`config.mk`:
```
export PLATFORM = sky130hd
export DESIGN_NAME = lreport_tx
export DESIGN_NICKNAME = d
export VERILOG_FILES = /design/src/rtl/lreport_tx.sv
export SDC_FILE = /design/constraint.sdc
export NUM_CORES = 1
export LEC_CHECK = 0
export BUFFER_PORTS_ARGS = -buffer_cell sky130_fd_sc_hd__buf_4
export CORE_MARGIN = 2
export CORE_UTILIZATION = 36
export CTS_CLUSTER_DIAMETER = 60
export CTS_CLUSTER_SIZE = 12
export DETAILED_ROUTE_END_ITERATION = 7
export PLACE_DENSITY_LB_ADDON = 0.3
export SLEW_MARGIN = 30
export SYNTH_ARGS = -nofsm -noshare
export SYNTH_HDL_FRONTEND = slang
export SYNTH_SLANG_ARGS = --single-unit
```
`constraint.sdc`:
```
create_clock -name clk -period 2.1 [get_ports clk]
set_input_delay 0.105 -clock clk [delete_from_list [all_inputs] [get_ports clk]]
set_output_delay 0.105 -clock clk [all_outputs]
set_load 0.005 [all_outputs]
```
`src/rtl/lreport_tx.sv`:
```
// rtl/lreport_tx.sv - Beacon report packet generator toward the controller
// Snapshots local config/status on a trigger and emits an 8-word, 134-bit report packet.
module lreport_tx #(
    parameter logic [7:0]  LMID            = 8'd12,
    parameter logic [31:0] REPORT_PERIOD   = 32'd125000,
    parameter logic [15:0] ETH_TYPE        = 16'h1662,
    parameter logic [3:0]  MSG_TYPE_REPORT = 4'he
) (
    input  logic         clk,
    input  logic         rst_n,
    input  logic         in_report_en,
    input  logic         in_report_req,
    input  logic         in_beacon_update_master,
    input  logic [47:0]  in_local_mac_id,
    input  logic [47:0]  in_ctrl_mac_id,
    input  logic [31:0]  in_time_slot_period,
    input  logic         in_direction,
    input  logic [15:0]  in_token_bucket_para,
    input  logic [15:0]  in_token_bucket_depth,
    input  logic [47:0]  in_direct_mac_addr,
    input  logic [31:0]  in_rx_pkt_cnt,
    input  logic [31:0]  in_tx_pkt_cnt,
    input  logic [31:0]  in_drop_pkt_cnt,
    input  logic         in_lr_alf,
    output logic [133:0] out_lr_data,
    output logic         out_lr_data_wr,
    output logic         out_lr_data_valid,
    output logic         out_lr_data_valid_wr,
    output logic [15:0]  out_report_seq
);
    typedef enum logic {IDLE, SEND} state_t;

    state_t         state_q;
    logic [2:0]     word_q;
    logic [31:0]    period_q, period_d;
    logic           pending_q, pending_d;
    logic           upd_q, upd_init_q;
    logic [15:0]    seq_q;
    logic [47:0]    ctrl_mac_q, local_mac_q, direct_mac_q;
    logic [31:0]    tsp_q, rx_q, tx_q, drop_q;
    logic           dir_q;
    logic [15:0]    tb_para_q, tb_depth_q;
    logic [133:0]   data_q, word_d;
    logic           data_wr_q, valid_q, valid_wr_q;
    logic [15:0]    report_seq_q;
    logic           period_hit, upd_edge, trigger, start;

    // A start is held off for one cycle after a tail word so packets never abut.
    always_comb begin
        period_hit = (REPORT_PERIOD != 32'd0) && in_report_en && (period_q == REPORT_PERIOD - 32'd1);
        upd_edge   = upd_init_q && (in_beacon_update_master != upd_q);
        trigger    = in_report_en && (period_hit || in_report_req || upd_edge);
        start      = (state_q == IDLE) && pending_q && in_report_en && !in_lr_alf && !data_wr_q;

        period_d = period_q;
        if ((REPORT_PERIOD != 32'd0) && in_report_en) begin
            period_d = period_hit ? 32'd0 : period_q + 32'd1;
        end

        pending_d = pending_q;
        if (start || ((state_q == IDLE) && !in_report_en)) begin
            pending_d = 1'b0;
        end else if (trigger) begin
            pending_d = 1'b1;
        end
    end

    always_comb begin
        word_d = {2'b11, 132'd0};
        case (word_q)
            3'd0: word_d = {2'b01, 4'd0, 1'b1, 7'd0, LMID, 112'd0};
            3'd2: word_d = {2'b11, 4'd0, ctrl_mac_q, local_mac_q, ETH_TYPE, 4'd0, MSG_TYPE_REPORT, seq_q[7:0]};
            3'd3: word_d = {2'b11, 4'd0, seq_q, 112'd0};
            3'd4: word_d = {2'b11, 4'd0, direct_mac_q, dir_q, 15'd0, tb_depth_q, tb_para_q, tsp_q};
            3'd5: word_d = {2'b11, 4'd0, rx_q, tx_q, drop_q, 32'd0};
            3'd7: word_d = {2'b10, 132'd0};
            default: word_d = {2'b11, 132'd0};
        endcase
    end

    always_ff @(posedge clk or negedge rst_n) begin
        if (!rst_n) begin
            state_q      <= IDLE;
            word_q       <= 3'd0;
            period_q     <= 32'd0;
            pending_q    <= 1'b0;
            upd_q        <= 1'b0;
            upd_init_q   <= 1'b0;
            seq_q        <= 16'd0;
            ctrl_mac_q   <= 48'd0;
            local_mac_q  <= 48'd0;
            direct_mac_q <= 48'd0;
            tsp_q        <= 32'd0;
            rx_q         <= 32'd0;
            tx_q         <= 32'd0;
            drop_q       <= 32'd0;
            dir_q        <= 1'b0;
            tb_para_q    <= 16'd0;
            tb_depth_q   <= 16'd0;
            data_q       <= 134'd0;
            data_wr_q    <= 1'b0;
            valid_q      <= 1'b0;
            valid_wr_q   <= 1'b0;
            report_seq_q <= 16'd0;
        end else begin
            period_q   <= period_d;
            pending_q  <= pending_d;
            upd_q      <= in_beacon_update_master;
            upd_init_q <= 1'b1;
            valid_q    <= 1'b0;
            valid_wr_q <= 1'b0;
            case (state_q)
                IDLE: begin
                    if (start) begin
                        state_q      <= SEND;
                        word_q       <= 3'd1;
                        data_q       <= word_d;
                        data_wr_q    <= 1'b1;
                        ctrl_mac_q   <= in_ctrl_mac_id;
                        local_mac_q  <= in_local_mac_id;
                        direct_mac_q <= in_direct_mac_addr;
                        tsp_q        <= in_time_slot_period;
                        rx_q         <= in_rx_pkt_cnt;
                        tx_q         <= in_tx_pkt_cnt;
                        drop_q       <= in_drop_pkt_cnt;
                        dir_q        <= in_direction;
                        tb_para_q    <= in_token_bucket_para;
                        tb_depth_q   <= in_token_bucket_depth;
                    end else begin
                        word_q    <= 3'd0;
                        data_q    <= 134'd0;
                        data_wr_q <= 1'b0;
                    end
                end
                SEND: begin
                    data_q    <= word_d;
                    data_wr_q <= 1'b1;
                    word_q    <= word_q + 3'd1;
                    if (word_q == 3'd7) begin
                        valid_q      <= 1'b1;
                        valid_wr_q   <= 1'b1;
                        seq_q        <= seq_q + 16'd1;
                        report_seq_q <= seq_q + 16'd1;
                        state_q      <= IDLE;
                    end
                end
                default: state_q <= IDLE;
            endcase
        end
    end

    assign out_lr_data          = data_q;
    assign out_lr_data_wr       = data_wr_q;
    assign out_lr_data_valid    = valid_q;
    assign out_lr_data_valid_wr = valid_wr_q;
    assign out_report_seq       = report_seq_q;
endmodule
```
==> Yosys cells after proc, flatten, opt, wreduce, memory -nomap -nowiden <==
Cells that the tools add are included.
{ "word_totals": {"reg_bits": 496, "in_bits": 311, "out_inout_bits": 153, "wordCells": 63} }
{ "classes": {"mux": 14, "reduce_logical": 18, "n_addsub": 3, "bitwise_logic": 1, "eq_ne": 7} }
{ "ops": {"columns": ["cell", "n"], "rows": [
  ["134-bit case mux with 6 select lines", 1],
  ["134-bit case mux with 2 select lines", 1],
  ["134-bit two-way mux", 1],
  ["32-bit by 1-bit adder with 32-bit output, second input constant", 1],
  ["32-bit by 17-bit == test with 1-bit output, second input constant", 1],
  ["32-bit two-way mux", 1],
  ["16-bit by 1-bit adder with 16-bit output, second input constant", 1],
  ["3-bit == test, second input constant", 3],
  ["1-bit logical AND", 8],
  ["1-bit two-way mux", 7],
  ["3-bit by 2-bit == test with 1-bit output, second input constant", 2],
  ["3-bit case mux with 2 select lines", 1],
  ["1-bit case mux with 2 select lines", 2],
  ["2-bit AND reduction", 2],
  ["3-bit by 1-bit adder with 3-bit output, second input constant", 1],
  ["1-bit logical NOT", 3],
  ["3-bit logical NOT", 1],
  ["1-bit logical OR", 3],
  ["2-bit nonzero test", 1],
  ["1-bit != test", 1],
  ["1-bit NOT", 1]
]} }

==> Longest topological paths before layout <==
Gate-level depths: netlist of run 1.
{ "logic_depth": {"ltp_word": 7, "ltp_mapped": 8, "mapped_depth_nobuf": 6} }

==> Least setup slack after synthesis of run 1 <==
No wires, ideal clock.
{ "synth_path": {"path_type": "register to register", "from": "reg word_q[0]", "to": "reg data_q[114], in the netlist out_lr_data[114]", "t_arrival_ps": 1713, "n_path_buf": 3, "setup_ps": 132, "synth_period_minus_slack_ps": 1845, "stages_incl_launch_ff": 9, "slack_ps": 255, "required_time_ps": 1968, "cell_sequence": "dfrtp_1 -> inv_1 -> ha_1 -> o21ai_0 -> a31o_1 -> clkbuf_1 -> buf_2 -> clkbuf_1 -> nor2_1"} }
{ "synth_between": {"elab_chain_len": 4, "word_cells_on_any_way": 9, "classes_between": "eq/ne (5); mux (3); reduce/logical (1)"} }
{ "synth_lines": {"columns": ["element", "line_no", "text"], "rows": [
  ["start: declaration", "34", "logic [2:0] word_q;"],
  ["start signal: assignment", "138", "word_q <= word_q + 3'd1;"],
  ["3-bit == test, or another cell as far along", "70", "case (word_q)"],
  ["134-bit case mux with 6 select lines (*)", "70", null],
  ["134-bit two-way mux", "114", "if (start) begin"],
  ["134-bit case mux with 2 select lines (*)", "112", "case (state_q)"],
  ["end signal: assignment", "117", "data_q <= word_d;"],
  ["end signal: assignment", "136", "data_q <= word_d;"],
  ["end: declaration", "43", "logic [133:0] data_q, word_d;"]
]} }
Every way passes the cells marked *; elsewhere a longest branch is shown, timed or not.
A chain may end at the register's enable or synchronous reset.

==> Worst setup path in the final report of run 1 <==
{ "layout_path": {"from": "reg word_q[0]", "to": "reg data_q[52], in the netlist out_lr_data[52]"} }
The elaborated chain is that of the path after synthesis.

==> flow_metrics.tcl, run 1 <==
set metrics [dict create \
    outcome "finished clean" \
    port-buffer-count 459 \
    r2r_start "word_q[0]" \
    postSynthCellCount 1413 \
    core-area_mm2 0.05287 \
    whs_ns 0.07108 \
    tritoncts "built" \
    synth_ff_type "sky130_fd_sc_hd__dfrtp_1" \
    finalCriticalPeriod_ns 1.959 \
    die_width_um 235.8 \
    avgSynthCellArea_um2 13.69 \
    final_design_area_no_fill_mm2 0.02860 \
    achievable_frequency_mhz 510.6 \
    grt_use_total_pct 19.99 \
    maxCapViolCount 0 \
    dominant_cell_type_by_count_on_the_critical_path "sky130_fd_sc_hd__buf_12" \
    skew_ns 0.01676 \
    first_iter_violations 800 \
    ys_ff_latch 492 \
    die-area_mm2 0.05561 \
    post_drt_via_cell_ratio 4.913 \
    dr.pass1.iters 4 \
    cp_max_fo 34 \
    number_of_antenna_violations_at_the_first_check_in_global_routing 3 \
    end_kind "flip-flop" \
    critical-path-slowest-cell "sky130_fd_sc_hd__dfrtp_1" \
    ant_nets 0 \
    power.ir.vdd_worst_mv 0.7292 \
    synth-seq-area-share_pct 63.64 \
    post_place_instance_area_mm2 0.02410 \
    worst-r2r-setup-slack_ns 0.14 \
    synthesis.area_mm2 0.01935 \
    design.portCount 464 \
    r2r-end "out_lr_data[52]" \
    std_cell_rows 84 \
    grt_max_degree 77 \
    clk_root_buffer_cell "sky130_fd_sc_hd__clkbuf_16" \
    async_flop_share_pct 100.0 \
    clkLatencyLatePin_ns 0.57 \
    drv_slew 0 \
    crit_path_start_kind "flip-flop" \
    synth.distinct_cells 47 \
    first_global_vias 15930 \
    classification_of_the_worst_slack_hold_path "in2async" \
    critical_path.cell_chain "inv_1, ha_1, o21ai_0, a31o_4, buf_12, buf_12, a21oi_1" \
    dpl.hpwl_mm 36.63 \
    synthToLayoutAreaGrowth_pct 47.83 \
    reg2reg_depth 7 \
    power-per-cell-area_mw_per_mm2 1101 \
    start_util_pct 36.59 \
    grt_overflow_total 0 \
    worstPathArrival_ns 2.41 \
    critical_path.top_delay_family "buffers and inverters" \
    grt_setup_unrepaired "no" \
    final_critical_path_setup_slack_ns 0.1414 \
    placement_stage_worst_setup_slack_ns 0.1743 \
    synthesis_warnings 0 \
    cpPeakStageDelay_ns 0.43 \
    critical_path_required_ns 2.55 \
    grt_first_pass_wirelength_mm 88.40 \
    max_clock_buf_depth 3 \
    fin_setup_tns_ns 0 \
    totalWireLength_mm 55.63 \
    chipHeight_um 235.8 \
    critical_setup_path_class "reg2reg" \
    tritoncts.num_buffers 49 \
    final_period_util_pct 93.27 \
    final_hold_viol_count 0 \
    final_weighted_congestion_in_routability_driven_placement 0.8170 \
    avgRoutedWirePerCell_um 19.08 \
    net_count_final 2532 \
    finish.utilization_pct 54.10 \
    drive_gt1_share_pct 39.88 \
    cts.clk_slew.worst_paths_ns 0.06 \
    synth-edff-count 0 \
    cts.htree.levels 2 \
    route.detailed.drc 0 \
    critical_path_buf_inv_count 3 \
    vias 14320 \
    fillCellCount 4393 \
    clock_sinks 492 \
    leakagePower_nw 13.23 \
    setup_viol 0 \
]
## registers in the layout, indices dropped and copies added (netlist names), 3 cells and up
signal	cells
out_report_seq	16
tx_q	32
out_lr_data	130
ctrl_mac_q	48
word_q	3
tsp_q	32
drop_q	32
tb_depth_q	16
period_q	32
direct_mac_q	48
tb_para_q	16
local_mac_q	48
rx_q	32
## timing repair
action | in CTS | in global routing
hold buffers | 309 | 0
setup buffers | 0 | 0
setup endpoints to repair | 0 | 0
gates resized for setup | 0 | 0
endpoints found under the hold margin | 724 | 0
## through the flow
stage	total power, mW	instances
3_3_place_gp	22.73	2541
2_1_floorplan	18.90	1416
4_1_cts	31.75	2912
3_5_place_dp	23.09	2541
6_report	31.49	2915
5_1_grt	33.29	2915
## worst max path at each step
stage / endpoint / slack, ns / cells past startpoint / start
2_1_floorplan: out_lr_data[114] / 0.25 / 8 / word_q[0]
3_3_place_gp: out_lr_data[118] / 0.20 / 7 / word_q[0]
3_5_place_dp: out_lr_data[16] / 0.17 / 7 / word_q[0]
4_1_cts: out_lr_data[118] / 0.15 / 7 / word_q[0]
5_1_grt: out_lr_data[52] / 0.01 / 7 / word_q[0]
6_report: out_lr_data[52] / 0.14 / 7 / word_q[0]
## cells in the final DEF, fill, tap and decap left out, types with 2 or more instances in the layout
cell type and instances:
sky130_fd_sc_hd__nor3_2 6, sky130_fd_sc_hd__mux2_2 275, sky130_fd_sc_hd__buf_4 506, sky130_fd_sc_hd__nor4_2 4
sky130_fd_sc_hd__conb_1 5, sky130_fd_sc_hd__nand4_2 2, sky130_fd_sc_hd__mux2_1 31, sky130_fd_sc_hd__clkbuf_16 51
sky130_fd_sc_hd__clkinv_4 2, sky130_fd_sc_hd__and4_1 5, sky130_fd_sc_hd__nand4_1 13, sky130_fd_sc_hd__xor2_1 14
sky130_fd_sc_hd__a22oi_1 115, sky130_fd_sc_hd__nand3_1 14, sky130_fd_sc_hd__nor3_1 3, sky130_fd_sc_hd__xnor2_1 29
sky130_fd_sc_hd__or4_4 2, sky130_fd_sc_hd__and3_1 5, sky130_fd_sc_hd__diode_2 3, sky130_fd_sc_hd__a21oi_1 93
sky130_fd_sc_hd__o21ai_0 6, sky130_fd_sc_hd__dlygate4sd3_1 309, sky130_fd_sc_hd__a222oi_1 2, sky130_fd_sc_hd__and2_1 19
sky130_fd_sc_hd__clkinvlp_4 2, sky130_fd_sc_hd__inv_1 11, sky130_fd_sc_hd__o21a_1 3, sky130_fd_sc_hd__dfrtp_1 492
sky130_fd_sc_hd__nor2_1 51, sky130_fd_sc_hd__nand2_1 87, sky130_fd_sc_hd__a31oi_1 3, sky130_fd_sc_hd__clkbuf_8 3
sky130_fd_sc_hd__a21o_1 2, sky130_fd_sc_hd__and2_4 2, sky130_fd_sc_hd__ha_1 8, sky130_fd_sc_hd__buf_12 23
sky130_fd_sc_hd__nor4_1 6
## cells by family after synthesis
logic type,count (synthesis),share of synthesized area [%]
simple gates,228,5.995
other cells,2,0.03882
compound gates,230,7.671
flops,492,63.64
mux,306,17.81
xor+xnor,43,1.947
buf+inv,104,2.380
fa+ha+maj,8,0.5174
## Yosys cell counts, types with 2 or more instances
| cell type | instances | share of area (%) |
|---|---|---|
| sky130_fd_sc_hd__nand2_1 | 87 | 1.7 |
| sky130_fd_sc_hd__or4_4 | 2 | 0.12 |
| sky130_fd_sc_hd__ha_1 | 8 | 0.52 |
| sky130_fd_sc_hd__clkbuf_1 | 39 | 0.76 |
| sky130_fd_sc_hd__and3_1 | 5 | 0.16 |
| sky130_fd_sc_hd__a21oi_1 | 93 | 2.4 |
| sky130_fd_sc_hd__o21ai_0 | 6 | 0.16 |
| sky130_fd_sc_hd__a31oi_1 | 3 | 0.097 |
| sky130_fd_sc_hd__nor2_1 | 51 | 0.99 |
| sky130_fd_sc_hd__nand4_2 | 2 | 0.13 |
| sky130_fd_sc_hd__dfrtp_1 | 492 | 64 |
| sky130_fd_sc_hd__inv_1 | 11 | 0.21 |
| sky130_fd_sc_hd__nor4_1 | 7 | 0.23 |
| sky130_fd_sc_hd__and2_1 | 21 | 0.68 |
| sky130_fd_sc_hd__xor2_1 | 14 | 0.63 |
| sky130_fd_sc_hd__a222oi_1 | 2 | 0.10 |
| sky130_fd_sc_hd__nor3_2 | 6 | 0.31 |
| sky130_fd_sc_hd__o21a_1 | 3 | 0.12 |
| sky130_fd_sc_hd__mux2_1 | 31 | 1.8 |
| sky130_fd_sc_hd__nor4_2 | 3 | 0.19 |
| sky130_fd_sc_hd__xnor2_1 | 29 | 1.3 |
| sky130_fd_sc_hd__a21o_1 | 2 | 0.078 |
| sky130_fd_sc_hd__a22oi_1 | 115 | 4.5 |
| sky130_fd_sc_hd__mux2_2 | 275 | 16 |
| sky130_fd_sc_hd__buf_2 | 38 | 0.98 |
| sky130_fd_sc_hd__and4_1 | 5 | 0.23 |
| sky130_fd_sc_hd__buf_4 | 6 | 0.23 |
| sky130_fd_sc_hd__nand4_1 | 13 | 0.42 |
| sky130_fd_sc_hd__nor3_1 | 3 | 0.078 |
| sky130_fd_sc_hd__conb_1 | 2 | 0.039 |
| sky130_fd_sc_hd__nand3_1 | 14 | 0.36 |
| sky130_fd_sc_hd__buf_1 | 10 | 0.19 |
## report_power, final
| group | internal (mW) | total [mW] | switching, mW |
|---|---|---|---|
| clock | 4.53 | 8.04 | 3.51 |
| combinational | 4.84 | 8.75 | 3.91 |
| sequential | 12.9 | 14.7 | 1.84 |
## cell type report
| class | count | area [um^2] | share of cell area [%] |
|---|---|---|---|
| Sequential cell | 492 | 12310 | 43.05 |
| Timing Repair Buffer | 839 | 7367 | 25.76 |
| Multi-Input combinational cell | 820 | 6613 | 23.12 |
| Clock buffer | 55 | 1321 | 4.620 |
| Tap cell | 688 | 860.8 | 3.010 |
| Clock inverter | 7 | 76.32 | 0.2669 |
| Inverter | 11 | 41.29 | 0.1444 |
| Antenna cell | 3 | 7.507 | 0.02625 |
## layer usage
metal	GRT usage (%)	vias to the layer above	wire [um]
li1	-	6585	-
met1	24.50	7222	22650
met2	34.64	411	28220
met3	4.564	104	3122
met4	6.987	0	1636
met5	0	-	0
## worst reg2reg max path: stages (launching register included)
cell,delay (ns)
sky130_fd_sc_hd__dfrtp_1,0.43
sky130_fd_sc_hd__inv_1,0.11
sky130_fd_sc_hd__ha_1,0.29
sky130_fd_sc_hd__o21ai_0,0.25
sky130_fd_sc_hd__a31o_4,0.22
sky130_fd_sc_hd__buf_12,0.25
sky130_fd_sc_hd__buf_12,0.23
sky130_fd_sc_hd__a21oi_1,0.08
Power figures use the tool's default switching activity.
==> run 2, diff against run 1 <==
--- a/config.mk
+++ b/config.mk
@@ -5,6 +5,7 @@
 export SDC_FILE = /design/constraint.sdc
 export NUM_CORES = 1
 export LEC_CHECK = 0
+export ABC_AREA = 1
 export BUFFER_PORTS_ARGS = -buffer_cell sky130_fd_sc_hd__buf_4
 export CORE_MARGIN = 2
 export CORE_UTILIZATION = 36
==> flow_metrics.tcl, run 2 <==
set metrics [dict create \
    synth.distinct_cells 32 \
    achievable_frequency_mhz 523.3 \
    cts.clk_slew.worst_paths_ns 0.06 \
    ant_nets 0 \
    critical_setup_path_class "reg2reg" \
    port-buffer-count 459 \
    placement_stage_worst_setup_slack_ns 0.1323 \
    power.ir.vdd_worst_mv 0.6533 \
    grt_setup_unrepaired "no" \
    classification_of_the_worst_slack_hold_path "in2async" \
    synth_most_common_cell "sky130_fd_sc_hd__nand2_1" \
    avgRoutedWirePerCell_um 16.16 \
    cts.htree.levels 2 \
    leakagePower_nw 15.69 \
    clkLatencyLatePin_ns 0.58 \
    tritoncts "built" \
    first_iter_violations 1171 \
    setup_viol 0 \
    post_synth_main_area_contributors "sky130_fd_sc_hd__dfrtp_1, sky130_fd_sc_hd__nand2_1, sky130_fd_sc_hd__o21ai_0" \
    layout_commonest_cell "sky130_fd_sc_hd__nand2_1" \
    reg2reg_depth 9 \
    fin_setup_tns_ns 0 \
    end_kind "flip-flop" \
    worst-r2r-setup-slack_ns 0.19 \
    clk_root_buffer_cell "sky130_fd_sc_hd__clkbuf_16" \
    power-per-cell-area_mw_per_mm2 1028 \
    largest_register_ff_count 130 \
    grt_max_degree 134 \
    r2r-end "out_lr_data[126]" \
    post-cts-setup-buffer-count 0 \
    most_frequent_cells_in_the_layout "sky130_fd_sc_hd__nand2_1, sky130_fd_sc_hd__dfrtp_1, sky130_fd_sc_hd__buf_4" \
    die-area_mm2 0.05988 \
    final_weighted_congestion_in_routability_driven_placement 0.8856 \
    synth_ff_type "sky130_fd_sc_hd__dfrtp_1" \
    drive_gt1_share_pct 18.03 \
    dpl.hpwl_mm 42.51 \
    std_cell_rows 88 \
    post_drt_via_cell_ratio 4.684 \
    crit_path_start_kind "flip-flop" \
    outcome "finished clean" \
    synth_top_area_cell "sky130_fd_sc_hd__dfrtp_1" \
    synth-edff-count 0 \
    totalWireLength_mm 65.06 \
    skew_ns 0.01790 \
    final_period_util_pct 91.01 \
    start_util_pct 36.29 \
    grt_overflow_total 0 \
    fillCellCount 5173 \
    critical_path_required_ns 2.55 \
    number_of_antenna_violations_at_the_first_check_in_global_routing 10 \
    tritoncts.num_buffers 50 \
    synth-seq-area-share_pct 59.02 \
    finalCriticalPeriod_ns 1.911 \
    timing.slew.headroom_pct 59.97 \
    synthToLayoutAreaGrowth_pct 43.12 \
    maxCapViolCount 0 \
    worstPathArrival_ns 2.36 \
    whs_ns 0.07884 \
    drv_slew 0 \
    max_clock_buf_depth 3 \
    synth.cells.most_frequent "sky130_fd_sc_hd__nand2_1, sky130_fd_sc_hd__dfrtp_1, sky130_fd_sc_hd__inv_1, sky130_fd_sc_hd__o21ai_0, sky130_fd_sc_hd__nor2_1" \
    first_global_vias 19190 \
    final_hold_viol_count 0 \
    r2r_start "word_q[0]" \
    finish.utilization_pct 51.94 \
    net_count_final 3563 \
    chipHeight_um 244.7 \
    avgSynthCellArea_um2 8.377 \
    synthesis_warnings 0 \
    grt_use_total_pct 21.40 \
    final_critical_path_setup_slack_ns 0.1889 \
    tightestPinTransition_ns 0.6004 \
    route.detailed.drc 0 \
    p_total_mw 30.70 \
    vias 18860 \
    dr.pass1.iters 5 \
    netlist.area_leader.share_pct 59.02 \
    clock_sinks 492 \
    cp_max_fo 36 \
    async_flop_share_pct 100.0 \
    synthesis.area_mm2 0.02086 \
    core-area_mm2 0.05748 \
    design.portCount 464 \
    postSynthCellCount 2490 \
    ys_ff_latch 492 \
    grt_first_pass_wirelength_mm 102.1 \
    die_width_um 244.7 \
]
[run 2: stage by stage]
step	instance area (um^2)	cells
4_1_cts	29830	4021
3_3_place_gp	25360	3648
3_5_place_dp	25360	3648
6_report	29850	4026
5_1_grt	29850	4024
2_1_floorplan	20870	2493
[run 2: cell families (layout without fill, tap and decap cells)]
| logic type | after synthesis | after routing | synth area share, % |
|---|---|---|---|
| compound gates | 459 | 459 | 11.35 |
| xor+xnor | 15 | 15 | 0.6299 |
| fa+ha+maj | 8 | 8 | 0.4799 |
| buf+inv | 520 | 1283 | 10.01 |
| flops | 492 | 492 | 59.02 |
| other cells | 2 | 10 | 0.03600 |
| simple gates | 994 | 994 | 18.47 |
[run 2: final cells by class]
cell class | count | area, um^2 | area share, %
Tap cell | 765 | 957.2 | 3.206
Clock inverter | 9 | 68.82 | 0.2305
Antenna cell | 5 | 12.51 | 0.04191
Multi-Input combinational cell | 1481 | 6491 | 21.74
Clock buffer | 55 | 1301 | 4.359
Inverter | 398 | 1499 | 5.021
Sequential cell | 492 | 12310 | 41.24
Timing Repair Buffer | 821 | 7211 | 24.15
[run 2: worst max-delay path by stage]
stage | slack (ns) | startpoint | end | cells after the start
2_1_floorplan | 0.46 | word_q[1] | out_report_seq[9] | 9
3_3_place_gp | 0.14 | word_q[0] | out_lr_data[97] | 9
3_5_place_dp | 0.13 | word_q[0] | out_lr_data[94] | 9
4_1_cts | 0.13 | word_q[0] | out_lr_data[94] | 9
5_1_grt | 0.03 | word_q[0] | out_lr_data[40] | 7
6_report | 0.19 | word_q[0] | out_lr_data[126] | 9
[run 2: repair_timing]
action / in CTS / in global routing
gates resized for setup: 0 / 2
endpoints found under the hold margin: 774 / 0
hold buffers: 309 / 0
endpoints found under the setup margin: 0 / 17
[run 2: layer usage]
metal	track usage [%]	vias to the layer above	part of all wire, %
li1	-	9094	-
met1	27.23	9032	42
met2	36.17	575	49
met3	4.494	145	6.0
met4	7.407	12	3.1
met5	0	-	0.11
[run 2: power breakdown]
part | internal [mW] | total [mW] | switching [mW] | leakage (nW)
Sequential | 12.7 | 14.5 | 1.77 | 6.34
Combinational | 3.47 | 8.28 | 4.81 | 8.67
Clock | 4.37 | 7.97 | 3.59 | 0.680
[run 2: worst max-delay path: stages, from the launching register on]
cell,delay (ns)
sky130_fd_sc_hd__dfrtp_1,0.42
sky130_fd_sc_hd__inv_1,0.09
sky130_fd_sc_hd__ha_1,0.21
sky130_fd_sc_hd__nand2_1,0.13
sky130_fd_sc_hd__inv_4,0.05
sky130_fd_sc_hd__nor2_1,0.13
sky130_fd_sc_hd__nand2_1,0.18
sky130_fd_sc_hd__nand2_8,0.22
sky130_fd_sc_hd__buf_12,0.26
sky130_fd_sc_hd__nor2_1,0.08
==> run 3, diff against run 2 <==
--- a/config.mk
+++ b/config.mk
@@ -7,6 +7,7 @@
 export LEC_CHECK = 0
 export ABC_AREA = 1
 export BUFFER_PORTS_ARGS = -buffer_cell sky130_fd_sc_hd__buf_4
+export CORE_ASPECT_RATIO = 1.1
 export CORE_MARGIN = 2
 export CORE_UTILIZATION = 36
 export CTS_CLUSTER_DIAMETER = 60
==> flow_metrics.tcl, run 3 (synthesis gave the netlist of run 2 again) <==
set metrics [dict create \
    worstPathArrival_ns 2.38 \
    maxCapViolCount 0 \
    final_hold_viol_count 0 \
    avgRoutedWirePerCell_um 16.14 \
    critical_setup_path_class "reg2reg" \
    clk_root_buffer_cell "sky130_fd_sc_hd__clkbuf_16" \
    std_cell_rows 92 \
    grt_overflow_total 0 \
    multi_input_logic_area_mm2 0.006482 \
    fillCellCount 5034 \
    core-area_mm2 0.05733 \
    gr-usage-met3_pct 4.237 \
    design.portCount 464 \
    number_of_antenna_violations_at_the_first_check_in_global_routing 8 \
    critical_path_required_ns 2.56 \
    reg2reg_depth 10 \
    area_of_all_sequential_standard_cells_mm2 0.01231 \
    synthToLayoutAreaGrowth_pct 43.27 \
    p_total_mw 31.24 \
    vias 18920 \
    leakagePower_nw 15.72 \
    clock_sinks 492 \
    ant_nets 0 \
    totalWireLength_mm 64.77 \
    die-area_mm2 0.05988 \
    achievable_frequency_mhz 522.4 \
    grtUsageMet1_pct 26.99 \
    grt_use_total_pct 21.60 \
    r2r-end "out_lr_data[89]" \
    setup_viol 0 \
    power.ir.vdd_worst_mv 0.6738 \
    drive_gt1_share_pct 18.02 \
    cp_max_fo 23 \
    grt_first_pass_wirelength_mm 103.2 \
    power-per-cell-area_mw_per_mm2 1046 \
    final_period_util_pct 91.15 \
    drv_slew 0 \
    skew_ns 0.01742 \
    tritoncts "built" \
    r2r_start "word_q[0]" \
    layout_commonest_cell "sky130_fd_sc_hd__nand2_1" \
    busiest_layer "met2" \
    clkLatencyLatePin_ns 0.59 \
    most_frequent_cells_in_the_layout "sky130_fd_sc_hd__nand2_1, sky130_fd_sc_hd__dfrtp_1, sky130_fd_sc_hd__buf_4" \
    grt_setup_unrepaired "no" \
    finalCriticalPeriod_ns 1.914 \
    cts.clk_slew.worst_paths_ns 0.06 \
    chipHeight_um 256.5 \
    fin_setup_tns_ns 0 \
    die_width_um 233.5 \
    final_weighted_congestion_in_routability_driven_placement 0.8905 \
    tritoncts.num_buffers 50 \
    port-buffer-count 459 \
    grt_max_degree 189 \
    cts.htree.levels 2 \
    largest_register_ff_count 130 \
    globalRouteMet2Util_pct 36.98 \
    crit_path_start_kind "flip-flop" \
    final_critical_path_setup_slack_ns 0.1858 \
    post_drt_via_cell_ratio 4.713 \
    end_kind "flip-flop" \
    outcome "finished clean" \
    classification_of_the_worst_slack_hold_path "in2async" \
    tightestPinTransition_ns 0.7772 \
    start_util_pct 36.39 \
    net_count_final 3563 \
    first_global_vias 19590 \
    placement_stage_worst_setup_slack_ns 0.2045 \
    dpl.hpwl_mm 43.71 \
    worst-r2r-setup-slack_ns 0.19 \
    first_iter_violations 1460 \
    route.detailed.drc 0 \
    max_clock_buf_depth 3 \
    timing.slew.headroom_pct 48.19 \
    dr.pass1.iters 8 \
]
==> run 3: cell types whose count changed in the layout (fill, tap and decap cells not counted), moves of 2 or more <==
cell,previous run,this run
sky130_fd_sc_hd__buf_12,21,18
sky130_fd_sc_hd__buf_4,489,492
sky130_fd_sc_hd__clkinv_2,6,2
sky130_fd_sc_hd__clkbuf_8,1,3
sky130_fd_sc_hd__bufinv_16,0,3
==> run 3: worst max-delay path: stages, from the launching register on <==
cell	delay, ns
sky130_fd_sc_hd__dfrtp_1	0.42
sky130_fd_sc_hd__inv_1	0.10
sky130_fd_sc_hd__ha_1	0.21
sky130_fd_sc_hd__nand2_1	0.13
sky130_fd_sc_hd__inv_4	0.05
sky130_fd_sc_hd__nor2_1	0.16
sky130_fd_sc_hd__nand2_1	0.14
sky130_fd_sc_hd__nand2_4	0.12
sky130_fd_sc_hd__buf_12	0.17
sky130_fd_sc_hd__buf_12	0.19
sky130_fd_sc_hd__nor2_1	0.06
==> run 3: cell type report <==
cell class / instances / share of cell area [%]
repair buffers: 821 / 24.00
clock inverters: 8 / 0.4480
inverters: 398 / 5.020
well taps: 752 / 3.149
flip-flops and latches: 492 / 41.20
multi-input cells: 1481 / 21.69
clock buffers: 58 / 4.459
diodes: 4 / 0.03350
==> run 3: routing by layer <==
metal	vias to the layer above	share of wire, %
met5	-	0.082
met3	161	6.2
met2	625	49
met1	9016	41
li1	9107	-
met4	8	3.5
==> run 3: power by group <==
| part | total [mW] | switching [mW] | internal (mW) |
|---|---|---|---|
| sequential | 14.5 | 1.85 | 12.7 |
| clock | 8.43 | 3.61 | 4.82 |
| combinational | 8.27 | 4.71 | 3.56 |
| total | 31.2 | 10.2 | 21.1 |
==> run 3: worst max-delay path by stage <==
stage	start	to	slack (ns)	cells past startpoint
2_1_floorplan	word_q[1]	out_report_seq[9]	0.46	9
3_3_place_gp	word_q[0]	out_lr_data[83]	0.26	10
3_5_place_dp	word_q[0]	out_lr_data[117]	0.20	10
4_1_cts	word_q[0]	out_lr_data[87]	0.20	10
5_1_grt	word_q[0]	out_lr_data[70]	0.001	10
6_report	word_q[0]	out_lr_data[89]	0.19	10
==> run 3: repair_timing <==
item | CTS | global route
hold endpoints to repair | 780 | 0
buffers inserted | 0 | 0
hold buffers | 310 | 0
gates resized for setup | 0 | 0
==> run 3: metrics by stage <==
stage                     utilization (%)  cell area (um^2)  hold WS (ns)  std cells
after floorplan                         -             20870       -0.1906       2493
after global placement              44.14             25300       0.09148       3634
after detailed placement            44.14             25300       0.08291       3634
after CTS                           52.11             29870       0.04893       4010
after global routing                52.13             29880       0.08072       4014
final                               52.13             29880       0.06264       4014
